<file path="src/rtl/mps_axil_pkg.sv">
// Shared types and constants for the MPS AXI4-Lite command master.
package mps_axil_pkg;

  typedef enum logic [2:0] {
    IDLE    = 3'd0,
    WR_AW_W = 3'd1,
    WR_B    = 3'd2,
    RD_AR   = 3'd3,
    RD_R    = 3'd4,
    DONE    = 3'd5
  } state_e;

  localparam logic [1:0] RESP_OKAY    = 2'b00;
  localparam logic [1:0] RESP_SLVERR  = 2'b10;
  localparam logic [1:0] RESP_TIMEOUT = 2'b11;

  // Increment that sticks at all-ones instead of wrapping.
  function automatic logic [15:0] sat_inc16(input logic [15:0] v);
    return (v == 16'hFFFF) ? v : v + 16'd1;
  endfunction

endpackage

</file>
<file path="src/rtl/mps_axil_cmd_master_if.sv">
// AXI4-Lite channel bundle between the command master and the MPS System slave.
interface mps_axil_cmd_master_if #(
  parameter int AW = 7,
  parameter int DW = 32
);
  logic [AW-1:0]   awaddr;
  logic [2:0]      awprot;
  logic            awvalid;
  logic            awready;
  logic [DW-1:0]   wdata;
  logic [DW/8-1:0] wstrb;
  logic            wvalid;
  logic            wready;
  logic [1:0]      bresp;
  logic            bvalid;
  logic            bready;
  logic [AW-1:0]   araddr;
  logic [2:0]      arprot;
  logic            arvalid;
  logic            arready;
  logic [DW-1:0]   rdata;
  logic [1:0]      rresp;
  logic            rvalid;
  logic            rready;

  modport master (
    output awaddr, awprot, awvalid, input awready,
    output wdata, wstrb, wvalid, input wready,
    input  bresp, bvalid, output bready,
    output araddr, arprot, arvalid, input arready,
    input  rdata, rresp, rvalid, output rready
  );

  modport slave (
    input  awaddr, awprot, awvalid, output awready,
    input  wdata, wstrb, wvalid, output wready,
    output bresp, bvalid, input bready,
    input  araddr, arprot, arvalid, output arready,
    output rdata, rresp, rvalid, input rready
  );
endinterface

</file>
<file path="src/rtl/mps_axil_timeout.sv">
// Per-transaction watchdog: cleared on command accept, counts while enabled,
// flags expiry once it reaches C_TIMEOUT-1 and holds there.
module mps_axil_timeout #(
  parameter int C_TIMEOUT = 1024
) (
  input  logic i_clk,
  input  logic i_rst,
  input  logic i_clear,
  input  logic i_enable,
  output logic o_expire
);
  localparam int CW = (C_TIMEOUT > 2) ? $clog2(C_TIMEOUT) : 1;
  localparam logic [CW-1:0] TC = CW'(C_TIMEOUT - 1);

  logic [CW-1:0] cnt_q, cnt_d;

  assign o_expire = (cnt_q == TC);

  // Next count: clear wins, otherwise count up until terminal value.
  always_comb begin
    cnt_d = cnt_q;
    if (i_clear) begin
      cnt_d = '0;
    end else if (i_enable && !o_expire) begin
      cnt_d = cnt_q + CW'(1);
    end
  end

  // Count register with synchronous active-low reset.
  always_ff @(posedge i_clk) begin
    if (!i_rst) cnt_q <= '0;
    else        cnt_q <= cnt_d;
  end
endmodule

</file>
<file path="src/rtl/mps_axil_cmd_master.sv">
// Single-outstanding AXI4-Lite master driven by a valid/ready command port.
//
// state   | meaning
// IDLE    | ready for a command
// WR_AW_W | write address/data offered; AW and W retire independently
// WR_B    | waiting for write response
// RD_AR   | read address offered
// RD_R    | waiting for read data
// DONE    | one-cycle response pulse (normal or timeout)
module mps_axil_cmd_master
  import mps_axil_pkg::*;
#(
  parameter int          C_M_AXI_DATA_WIDTH = 32,
  parameter int          C_M_AXI_ADDR_WIDTH = 7,
  parameter int          C_TIMEOUT          = 1024,
  parameter logic [15:0] C_ERR_CNT_RST      = 16'h0000
) (
  input  logic                            i_clk,
  input  logic                            i_rst,
  input  logic                            i_cmd_valid,
  output logic                            o_cmd_ready,
  input  logic                            i_cmd_write,
  input  logic [C_M_AXI_ADDR_WIDTH-1:0]   i_cmd_addr,
  input  logic [C_M_AXI_DATA_WIDTH-1:0]   i_cmd_wdata,
  input  logic [C_M_AXI_DATA_WIDTH/8-1:0] i_cmd_wstrb,
  output logic                            o_rsp_valid,
  output logic [C_M_AXI_DATA_WIDTH-1:0]   o_rsp_data,
  output logic [1:0]                      o_rsp_resp,
  output logic                            o_rsp_timeout,
  output logic                            o_busy,
  output logic [15:0]                     o_err_cnt,
  mps_axil_cmd_master_if.master           m00_axi
);
  localparam int AW = C_M_AXI_ADDR_WIDTH;
  localparam int DW = C_M_AXI_DATA_WIDTH;

  state_e          state_q, state_d;
  logic            aw_valid_q, aw_valid_d;
  logic            w_valid_q, w_valid_d;
  logic [AW-1:0]   addr_q, addr_d;
  logic [DW-1:0]   wdata_q, wdata_d;
  logic [DW/8-1:0] wstrb_q, wstrb_d;
  logic [DW-1:0]   rsp_data_q, rsp_data_d;
  logic [1:0]      rsp_resp_q, rsp_resp_d;
  logic            rsp_timeout_q, rsp_timeout_d;
  logic [15:0]     err_cnt_q, err_cnt_d;
  logic            abort;
  logic            to_clear, to_enable, to_expire;
  logic            unused_addr_lsb;

  // Word-aligned bus addresses only; the low byte-lane bits are dropped.
  assign unused_addr_lsb = ^i_cmd_addr[1:0];

  assign to_enable = (state_q == WR_AW_W) || (state_q == WR_B) ||
                     (state_q == RD_AR)   || (state_q == RD_R);

  mps_axil_timeout #(.C_TIMEOUT(C_TIMEOUT)) u_timeout (
    .i_clk    (i_clk),
    .i_rst    (i_rst),
    .i_clear  (to_clear),
    .i_enable (to_enable),
    .o_expire (to_expire)
  );

  // Next-state, command latch, response capture and error accounting.
  always_comb begin
    state_d       = state_q;
    aw_valid_d    = aw_valid_q;
    w_valid_d     = w_valid_q;
    addr_d        = addr_q;
    wdata_d       = wdata_q;
    wstrb_d       = wstrb_q;
    rsp_data_d    = rsp_data_q;
    rsp_resp_d    = rsp_resp_q;
    rsp_timeout_d = rsp_timeout_q;
    err_cnt_d     = err_cnt_q;
    to_clear      = 1'b0;
    abort         = 1'b0;

    case (state_q)
      IDLE: begin
        if (i_cmd_valid) begin
          to_clear = 1'b1;
          addr_d   = {i_cmd_addr[AW-1:2], 2'b00};
          wdata_d  = i_cmd_wdata;
          wstrb_d  = i_cmd_wstrb;
          if (i_cmd_write) begin
            state_d    = WR_AW_W;
            aw_valid_d = 1'b1;
            w_valid_d  = 1'b1;
          end else begin
            state_d = RD_AR;
          end
        end
      end
      WR_AW_W: begin
        aw_valid_d = aw_valid_q & ~m00_axi.awready;
        w_valid_d  = w_valid_q & ~m00_axi.wready;
        if (!aw_valid_d && !w_valid_d) state_d = WR_B;
        else if (to_expire)            abort   = 1'b1;
      end
      WR_B: begin
        if (m00_axi.bvalid) begin
          state_d       = DONE;
          rsp_data_d    = '0;
          rsp_resp_d    = m00_axi.bresp;
          rsp_timeout_d = 1'b0;
        end else if (to_expire) begin
          abort = 1'b1;
        end
      end
      RD_AR: begin
        if (m00_axi.arready) state_d = RD_R;
        else if (to_expire)  abort   = 1'b1;
      end
      RD_R: begin
        if (m00_axi.rvalid) begin
          state_d       = DONE;
          rsp_data_d    = m00_axi.rdata;
          rsp_resp_d    = m00_axi.rresp;
          rsp_timeout_d = 1'b0;
        end else if (to_expire) begin
          abort = 1'b1;
        end
      end
      DONE: begin
        state_d = IDLE;
        if (rsp_resp_q != RESP_OKAY) err_cnt_d = sat_inc16(err_cnt_q);
      end
      default: state_d = IDLE;
    endcase

    // Watchdog expiry without a completing handshake ends the transfer.
    if (abort) begin
      state_d       = DONE;
      aw_valid_d    = 1'b0;
      w_valid_d     = 1'b0;
      rsp_data_d    = '0;
      rsp_resp_d    = RESP_TIMEOUT;
      rsp_timeout_d = 1'b1;
    end
  end

  // State and datapath registers with synchronous active-low reset.
  always_ff @(posedge i_clk) begin
    if (!i_rst) begin
      state_q       <= IDLE;
      aw_valid_q    <= 1'b0;
      w_valid_q     <= 1'b0;
      addr_q        <= '0;
      wdata_q       <= '0;
      wstrb_q       <= '0;
      rsp_data_q    <= '0;
      rsp_resp_q    <= RESP_OKAY;
      rsp_timeout_q <= 1'b0;
      err_cnt_q     <= C_ERR_CNT_RST;
    end else begin
      state_q       <= state_d;
      aw_valid_q    <= aw_valid_d;
      w_valid_q     <= w_valid_d;
      addr_q        <= addr_d;
      wdata_q       <= wdata_d;
      wstrb_q       <= wstrb_d;
      rsp_data_q    <= rsp_data_d;
      rsp_resp_q    <= rsp_resp_d;
      rsp_timeout_q <= rsp_timeout_d;
      err_cnt_q     <= err_cnt_d;
    end
  end

  assign o_cmd_ready   = (state_q == IDLE);
  assign o_busy        = (state_q != IDLE);
  assign o_rsp_valid   = (state_q == DONE);
  assign o_rsp_data    = rsp_data_q;
  assign o_rsp_resp    = rsp_resp_q;
  assign o_rsp_timeout = rsp_timeout_q;
  assign o_err_cnt     = err_cnt_q;

  assign m00_axi.awaddr  = addr_q;
  assign m00_axi.awprot  = 3'b000;
  assign m00_axi.awvalid = aw_valid_q;
  assign m00_axi.wdata   = wdata_q;
  assign m00_axi.wstrb   = wstrb_q;
  assign m00_axi.wvalid  = w_valid_q;
  assign m00_axi.bready  = (state_q == WR_B);
  assign m00_axi.araddr  = addr_q;
  assign m00_axi.arprot  = 3'b000;
  assign m00_axi.arvalid = (state_q == RD_AR);
  assign m00_axi.rready  = (state_q == RD_R);
endmodule

</file>
<file path="src/flat_wrapper.sv">
// flat-port wrapper written by rule: the top's interface ports become plain ports
module mps_axil_cmd_master_flat import mps_axil_pkg::*;
#(
  parameter int          C_M_AXI_DATA_WIDTH = 32,
  parameter int          C_M_AXI_ADDR_WIDTH = 7,
  parameter int          C_TIMEOUT          = 1024,
  parameter logic [15:0] C_ERR_CNT_RST      = 16'h0000
)
  (i_clk, i_rst, i_cmd_valid, o_cmd_ready, i_cmd_write, i_cmd_addr, i_cmd_wdata, i_cmd_wstrb, o_rsp_valid, o_rsp_data, o_rsp_resp, o_rsp_timeout, o_busy, o_err_cnt, m00_axi_awaddr, m00_axi_awprot, m00_axi_awvalid, m00_axi_awready, m00_axi_wdata, m00_axi_wstrb, m00_axi_wvalid, m00_axi_wready, m00_axi_bresp, m00_axi_bvalid, m00_axi_bready, m00_axi_araddr, m00_axi_arprot, m00_axi_arvalid, m00_axi_arready, m00_axi_rdata, m00_axi_rresp, m00_axi_rvalid, m00_axi_rready);
  mps_axil_cmd_master_if #(.AW(7), .DW(32)) m00_axi_i ();
  input  logic i_clk;
  input  logic i_rst;
  input  logic i_cmd_valid;
  output logic o_cmd_ready;
  input  logic i_cmd_write;
  input  logic [C_M_AXI_ADDR_WIDTH-1:0] i_cmd_addr;
  input  logic [C_M_AXI_DATA_WIDTH-1:0] i_cmd_wdata;
  input  logic [C_M_AXI_DATA_WIDTH/8-1:0] i_cmd_wstrb;
  output logic o_rsp_valid;
  output logic [C_M_AXI_DATA_WIDTH-1:0] o_rsp_data;
  output logic [1:0] o_rsp_resp;
  output logic o_rsp_timeout;
  output logic o_busy;
  output logic [15:0] o_err_cnt;
  output wire logic [$bits(m00_axi_i.awaddr)-1:0] m00_axi_awaddr;
  output wire logic [$bits(m00_axi_i.awprot)-1:0] m00_axi_awprot;
  output wire logic [$bits(m00_axi_i.awvalid)-1:0] m00_axi_awvalid;
  input wire logic [$bits(m00_axi_i.awready)-1:0] m00_axi_awready;
  output wire logic [$bits(m00_axi_i.wdata)-1:0] m00_axi_wdata;
  output wire logic [$bits(m00_axi_i.wstrb)-1:0] m00_axi_wstrb;
  output wire logic [$bits(m00_axi_i.wvalid)-1:0] m00_axi_wvalid;
  input wire logic [$bits(m00_axi_i.wready)-1:0] m00_axi_wready;
  input wire logic [$bits(m00_axi_i.bresp)-1:0] m00_axi_bresp;
  input wire logic [$bits(m00_axi_i.bvalid)-1:0] m00_axi_bvalid;
  output wire logic [$bits(m00_axi_i.bready)-1:0] m00_axi_bready;
  output wire logic [$bits(m00_axi_i.araddr)-1:0] m00_axi_araddr;
  output wire logic [$bits(m00_axi_i.arprot)-1:0] m00_axi_arprot;
  output wire logic [$bits(m00_axi_i.arvalid)-1:0] m00_axi_arvalid;
  input wire logic [$bits(m00_axi_i.arready)-1:0] m00_axi_arready;
  input wire logic [$bits(m00_axi_i.rdata)-1:0] m00_axi_rdata;
  input wire logic [$bits(m00_axi_i.rresp)-1:0] m00_axi_rresp;
  input wire logic [$bits(m00_axi_i.rvalid)-1:0] m00_axi_rvalid;
  output wire logic [$bits(m00_axi_i.rready)-1:0] m00_axi_rready;
  assign m00_axi_awaddr = m00_axi_i.awaddr;
  assign m00_axi_awprot = m00_axi_i.awprot;
  assign m00_axi_awvalid = m00_axi_i.awvalid;
  assign m00_axi_i.awready = m00_axi_awready;
  assign m00_axi_wdata = m00_axi_i.wdata;
  assign m00_axi_wstrb = m00_axi_i.wstrb;
  assign m00_axi_wvalid = m00_axi_i.wvalid;
  assign m00_axi_i.wready = m00_axi_wready;
  assign m00_axi_i.bresp = m00_axi_bresp;
  assign m00_axi_i.bvalid = m00_axi_bvalid;
  assign m00_axi_bready = m00_axi_i.bready;
  assign m00_axi_araddr = m00_axi_i.araddr;
  assign m00_axi_arprot = m00_axi_i.arprot;
  assign m00_axi_arvalid = m00_axi_i.arvalid;
  assign m00_axi_i.arready = m00_axi_arready;
  assign m00_axi_i.rdata = m00_axi_rdata;
  assign m00_axi_i.rresp = m00_axi_rresp;
  assign m00_axi_i.rvalid = m00_axi_rvalid;
  assign m00_axi_rready = m00_axi_i.rready;
  mps_axil_cmd_master #(.C_M_AXI_DATA_WIDTH(C_M_AXI_DATA_WIDTH), .C_M_AXI_ADDR_WIDTH(C_M_AXI_ADDR_WIDTH), .C_TIMEOUT(C_TIMEOUT), .C_ERR_CNT_RST(C_ERR_CNT_RST)) u_core (.i_clk(i_clk), .i_rst(i_rst), .i_cmd_valid(i_cmd_valid), .o_cmd_ready(o_cmd_ready), .i_cmd_write(i_cmd_write), .i_cmd_addr(i_cmd_addr), .i_cmd_wdata(i_cmd_wdata), .i_cmd_wstrb(i_cmd_wstrb), .o_rsp_valid(o_rsp_valid), .o_rsp_data(o_rsp_data), .o_rsp_resp(o_rsp_resp), .o_rsp_timeout(o_rsp_timeout), .o_busy(o_busy), .o_err_cnt(o_err_cnt), .m00_axi(m00_axi_i));
endmodule
</file>
<file path="config.mk">
export PLATFORM = sky130hd
export DESIGN_NAME = mps_axil_cmd_master_flat
export DESIGN_NICKNAME = d
export VERILOG_FILES = /design/src/rtl/mps_axil_pkg.sv /design/src/rtl/mps_axil_cmd_master_if.sv /design/src/rtl/mps_axil_timeout.sv /design/src/rtl/mps_axil_cmd_master.sv /design/src/flat_wrapper.sv
export SDC_FILE = /design/constraint.sdc
export NUM_CORES = 1
export LEC_CHECK = 0
export ABC_CLOCK_PERIOD_IN_PS = 2500
export BUFFER_PORTS_ARGS = -buffer_cell sky130_fd_sc_hd__buf_2
export CAP_MARGIN = 5
export CORE_MARGIN = 2
export CORE_UTILIZATION = 47
export CTS_BUF_LIST = sky130_fd_sc_hd__clkbuf_4 sky130_fd_sc_hd__clkbuf_8 sky130_fd_sc_hd__clkbuf_16
export CTS_CLUSTER_SIZE = 40
export DETAILED_ROUTE_END_ITERATION = 8
export GPL_ROUTABILITY_DRIVEN = 0
export GPL_TIMING_DRIVEN = 0
export MAX_ROUTING_LAYER = met4
export PLACE_DENSITY = 0.8
export RECOVER_POWER = 50
export SETUP_SLACK_MARGIN = 0.4
export SLEW_MARGIN = 20
export SYNTH_ARGS = -nofsm -noshare
export SYNTH_HDL_FRONTEND = slang
export SYNTH_SLANG_ARGS = --single-unit
export TNS_END_PERCENT = 100
</file>
<file path="constraint.sdc">
create_clock -name i_clk -period 2.5 [get_ports i_clk]
set_input_delay 0.625 -clock i_clk [delete_from_list [all_inputs] [get_ports i_clk]]
set_output_delay 0.625 -clock i_clk [all_outputs]
set_load 0.02 [all_outputs]
</file>
# Word-level counts from Yosys, hierarchy flattened

Cells that the tools add are included.

Bitwise gates (word level): 6
Eq/ne operators: 18
Multiplexer cells: 31
Reduce and logical (&&, ||, !) cells: 23
Add/subtract/negate cells: 2

Operator list:

| operator                                                                | number |
|---|---|
| 32-bit two-way mux                                                      | 2 |
| 32-bit one-hot mux with 2 select lines                                  | 1 |
| 3-bit two-way mux                                                       | 6 |
| 16-bit by 1-bit adder with 16-bit output, second input constant         | 1 |
| 16-bit == test, second input constant                                   | 1 |
| 3-bit one-hot mux with 5 select lines                                   | 1 |
| 1-bit two-way mux                                                       | 12 |
| 3-bit by 2-bit inequality test with 1-bit output, second input constant | 4 |
| 3-bit AND reduction                                                     | 4 |
| 10-bit by 1-bit adder with 10-bit output, second input constant         | 1 |
| 10-bit == test, second input constant                                   | 1 |
| 5-bit AND reduction                                                     | 2 |
| 2-bit two-way mux                                                       | 4 |
| 2-bit inequality test, second input constant                            | 4 |
| 3-bit by 2-bit == test with 1-bit output, second input constant         | 2 |
| 3-bit == test, second input constant                                    | 2 |
| 1-bit one-hot mux with 2 select lines                                   | 3 |
| 2-bit nonzero test                                                      | 3 |
| 3-bit nonzero test                                                      | 2 |
| 2-bit by 1-bit inequality test with 1-bit output, second input constant | 2 |
| 1-bit NOT                                                               | 4 |
| 1-bit one-hot mux with 4 select lines                                   | 1 |
| 2-bit one-hot mux with 2 select lines                                   | 1 |
| 2-bit OR reduction                                                      | 2 |
| other kinds (8)                                                         | 14 |

Output and inout port bits: 115
Word-level logic and storage cells: 92
Bits of input ports: 88
Register bits after elaboration: 107

# Depth between registers and ports, before layout

Depth in word-level cells: 8
Gate-level depth with buffers: 8
Gate-level depth less buffers: 6

# Cells and area by module

A second synthesis with hierarchy kept.

Cell total of the unflattened synthesis: 568
Area total of the unflattened synthesis: 4869.7 um2

By module, submodules not included:

| module              | area an instance (um2) | cells an instance | sequential area each (um2) | instances |
|---|---|---|---|---|
| mps_axil_cmd_master | 4326.6                 | 508               | 1941.9                     | 1 |
| mps_axil_timeout    | 543.0                  | 60                | 200.2                      | 1 |

# Worst setup path after synthesis

OpenSTA, ideal clock, no wires.

Kind: input-to-reg
Start point: input m00_axi_rvalid
End point: register u_core.state_q[2]
Arrival time: 1.913 ns
Required time: 2.385 ns
Path slack: 0.472 ns
Path buffers: 0
Stages on the path: 5
Library setup time: 0.115 ns
Path through: or4b_1 > o311a_1 > or3b_1 > mux2_1 > o21a_1

Longest elaborated chain between the ends: 4
Elaborated cells between the ends (all ways): 9
Classes of those cells: eq/ne (5); mux (3); reduce/logical (1)

RTL lines:

| item                                                                                                                           | line                       | text |
|---|---|---|
| from (decl)                                                                                                                    | flat_wrapper.sv:42         | `input wire logic [$bits(m00_axi_i.rvalid)-1:0] m00_axi_rvalid;` |
| 1-bit two-way mux                                                                                                              | mps_axil_cmd_master.sv:117 | `if (m00_axi.rvalid) begin` |
| 1-bit one-hot mux with 4 select lines                                                                                          | mps_axil_cmd_master.sv:80  | `case (state_q)` |
| 3-bit by 2-bit inequality test with 1-bit output (no line) or 3-bit by 1-bit inequality test with 1-bit output (tied branches) | --                         |  |
| 5-bit AND reduction (no line)                                                                                                  | --                         |  |
| to (signal assigned)                                                                                                           | mps_axil_cmd_master.sv:158 | `state_q <= state_d;` |
| to (decl)                                                                                                                      | mps_axil_cmd_master.sv:37  | `state_e state_q, state_d;` |

Parallel ways exist; a longest one is shown, timed or not.
A chain may end at the register's enable or synchronous reset.

# Worst setup path in the final report

Start point: register u_core.state_q[0]
End point: output o_cmd_ready

Longest elaborated chain between the ends: 1

RTL lines:

| item            | line                       | text |
|---|---|---|
| 3-bit zero test | mps_axil_cmd_master.sv:171 | `assign o_cmd_ready = (state_q == IDLE);` |
| to (decl)       | flat_wrapper.sv:14         | `output logic o_cmd_ready;` |

No other way between the ends.

==> results_dict.tcl <==
set metrics [dict create \
    fmax_ghz 0.489 \
    async_flop_share_pct 0 \
    clk_latency_ns 0.37 \
    slew_viol_final 0 \
    worstHoldPathType "flop to flop" \
    layout.nets 857 \
    io_pins 203 \
    drive_gt1_share_pct 19.4 \
    ant_nets 0 \
    leakagePower_nw 2.37 \
    ctsHtreeMaxLevel 3 \
    multi_input_area_um2 2190 \
    cts_tree "built" \
    endpoint_kind "output pin" \
    path_class "flop to output pin" \
    worst-path-max-fanout 4 \
    synthTopCellsByCount "nand2_1 (131), dfxtp_1 (107), a21boi_1 (41), nand3_1 (41), a21oi_1 (39)" \
    path_cells "or3_4 -> buf_6 -> inv_2 -> buf_4" \
    finalWorstSetupSlack_ns 0.456 \
    root_buffer "clkbuf_8" \
    numPortBuffers 190 \
    synth_edf_count 0 \
    row_count 36 \
    register_area_um2 2140 \
    cpPeakStageDelay_ns 0.39 \
    max_cap_violations 0 \
    synth_top_area_share_pct 46.6 \
    drtPass1Iterations 4 \
    ys_seq_area_share_pct 46.6 \
    synth_area_leader_cell "dfxtp_1" \
    track_usage_pct 21.9 \
    path_buf_inv 3 \
    synth.distinct_cells 51 \
    hpwl_um 9070 \
    grt_setup_unrepaired "no" \
    tns_ns 0 \
    cts.sinks 107 \
    vias_per_cell 4.94 \
    die_w_um 103 \
    powerDensity_nw_per_um2 870 \
    vdd_drop_max_mv 0.511 \
    synth_warnings 0 \
    antenna_found_initial 0 \
    grt_pass1_vias 4053 \
    cts-buffers-inserted 9 \
    crit_path_start_kind "flop" \
    post-route-period-util_pct 81.8 \
    min_period_ns 2.04 \
    grt_pass1_wl_um 17900 \
    grt_max_degree 20 \
    yosysMostFrequentCell "nand2_1" \
    syn_avg_cell_area_um2 8.33 \
    cp_top_family "simple AND/OR/NAND/NOR gates" \
    cp.required_ns 1.88 \
    antenna_cells 0 \
    finClkSkew_ns 0.0164 \
    synth_ff_type "dfxtp_1" \
    clkTransAtPathRegs_ns 0.10 \
    core_area_um2 9640 \
    finalHoldViolCount 0 \
    fill_cells 942 \
    max_slew_margin_pct 57.5 \
    wl_um 11800 \
    die_area_um2 10600 \
    cts.path.max_buffers 2 \
    wl_per_cell_um 13.1 \
    start_util_pct 47.6 \
    die_h_um 103 \
    tightest_slew_ns 0.637 \
    crit_slowest_cell "or3_4" \
    netlist_instances 551 \
    area_growth_syn_to_layout_pct 29.2 \
    yosys-top-cells-area "dfxtp_1 (47%), nand2_1 (11%), a21boi_1 (6.7%)" \
    worst_ep_arrival_time_ns 1.42 \
    gr-total-overflow 0 \
    ys_ff_latch 107 \
    dp_slack_ns 0.163 \
    drtIter0Drc 105 \
    drcViolationCount 0 \
    status "completed" \
    syn_area_um2 4590 \
    finalSetupViolCount 0 \
    vias 4470 \
]
-- routing by layer --
metal	share of wire [%]	vias up	GRT usage [%]
met1	42	2025	23.9
met2	49	166	38.9
li1	-	2267	-
met3	8.3	12	6.92
met4	1.1	0	5.06
met5	0	-	-
-- final cells by class --
type | instances | share of cell area, %
clock buffer | 9 | 2.09
clock inverter | 7 | 1.43
tap | 133 | 2.81
timing repair buffer | 196 | 14.7
buffer | 49 | 5.34
inverter | 7 | 0.443
sequential | 107 | 36.2
multi-input combinational | 397 | 37.0
-- report_power, final --
group	internal (mW)	switching (mW)	leakage, nW
logic	0.695	1.27	1.39
clock network	0.481	0.630	0.103
registers	1.93	0.152	0.869
total	3.10	2.05	2.37
-- per-stage QoR --
| stage | total power [mW] | cells | cell area [um^2] | util (%) | hold WS [ns] |
|---|---|---|---|---|---|
| after detailed placement | 4.00 | 883 | 5740 | 59.6 | 0.440 |
| final | 5.16 | 905 | 5930 | 61.5 | 0.456 |
| after CTS | 5.17 | 901 | 6000 | 62.3 | 0.454 |
| after global placement | 3.94 | 883 | 5740 | 59.6 | 0.433 |
| after global routing | 5.48 | 905 | 5930 | 61.5 | 0.472 |
| after floorplan | 3.41 | 560 | 4630 | - | 0.471 |
-- repair_timing --
item,in CTS,in global routing
setup endpoints to repair,2,32
gates cloned,0,1
pin swaps,0,2
setup buffers,2,3
gates resized for setup,14,12
hold buffers,0,0
-- worst min-delay path: stages (launching register included) --
cell and delay (ns):
dfxtp_1 0.32, nand2_1 0.05, a21oi_1 0.05
-- logic make-up after synthesis --
family | count (synthesis) | share of synthesized area, %
other cells | 1 | 0.0817
mux | 8 | 1.77
compound gates | 109 | 16.0
fa+ha+maj | 2 | 0.545
flops | 107 | 46.6
simple gates | 252 | 25.2
buf+inv | 56 | 6.62
xor+xnor | 16 | 3.05
-- state kept, by name, indices dropped and copies added, names as in the netlist --
signal	cells
u_core.m00_axi.wstrb	4
u_core.m00_axi.wvalid	1
u_core.o_rsp_data	32
u_core.m00_axi.awvalid	1
u_core.u_timeout.cnt_q	10
u_core.o_rsp_timeout	1
u_core.state_q	3
u_core.m00_axi.araddr	5
u_core.o_err_cnt	16
u_core.m00_axi.wdata	32
u_core.o_rsp_resp	2
-- worst paths after layout --
check,from,to,slack (ns),depth (start not counted)
setup reg to reg,u_core.state_q[0],u_core.o_rsp_data[22],0.49,8
hold reg to reg,u_core.o_rsp_data[1],u_core.o_rsp_data[1],0.46,2
setup / recovery,u_core.state_q[0],o_cmd_ready,0.46,4
hold / removal,u_core.o_rsp_data[1],u_core.o_rsp_data[1],0.46,2
-- cells in the final DEF (no fill, tap or decap), types with 4 or more instances in the layout --
| cell | Yosys | final |
|---|---|---|
| nand2_1 | 131 | 131 |
| nand2b_1 | 9 | 9 |
| xor2_1 | 5 | 5 |
| a21oi_1 | 39 | 40 |
| o21ai_0 | 5 | 5 |
| clkbuf_1 | 23 | 120 |
| nor2_1 | 24 | 24 |
| mux2i_1 | 7 | 7 |
| nand3_1 | 41 | 41 |
| dfxtp_1 | 107 | 105 |
| and2_1 | 11 | 11 |
| xnor2_1 | 11 | 11 |
| a21boi_1 | 41 | 41 |
| buf_6 | 3 | 8 |
| and3_1 | 4 | 4 |
| inv_1 | 6 | 6 |
| nand4_1 | 6 | 6 |
| buf_4 | 17 | 22 |
| buf_2 | 6 | 94 |
| nor3_1 | 7 | 8 |
| clkbuf_8 | 0 | 9 |
| conb_1 | 1 | 10 |
Note: power is estimated with default switching activity, not from simulation.
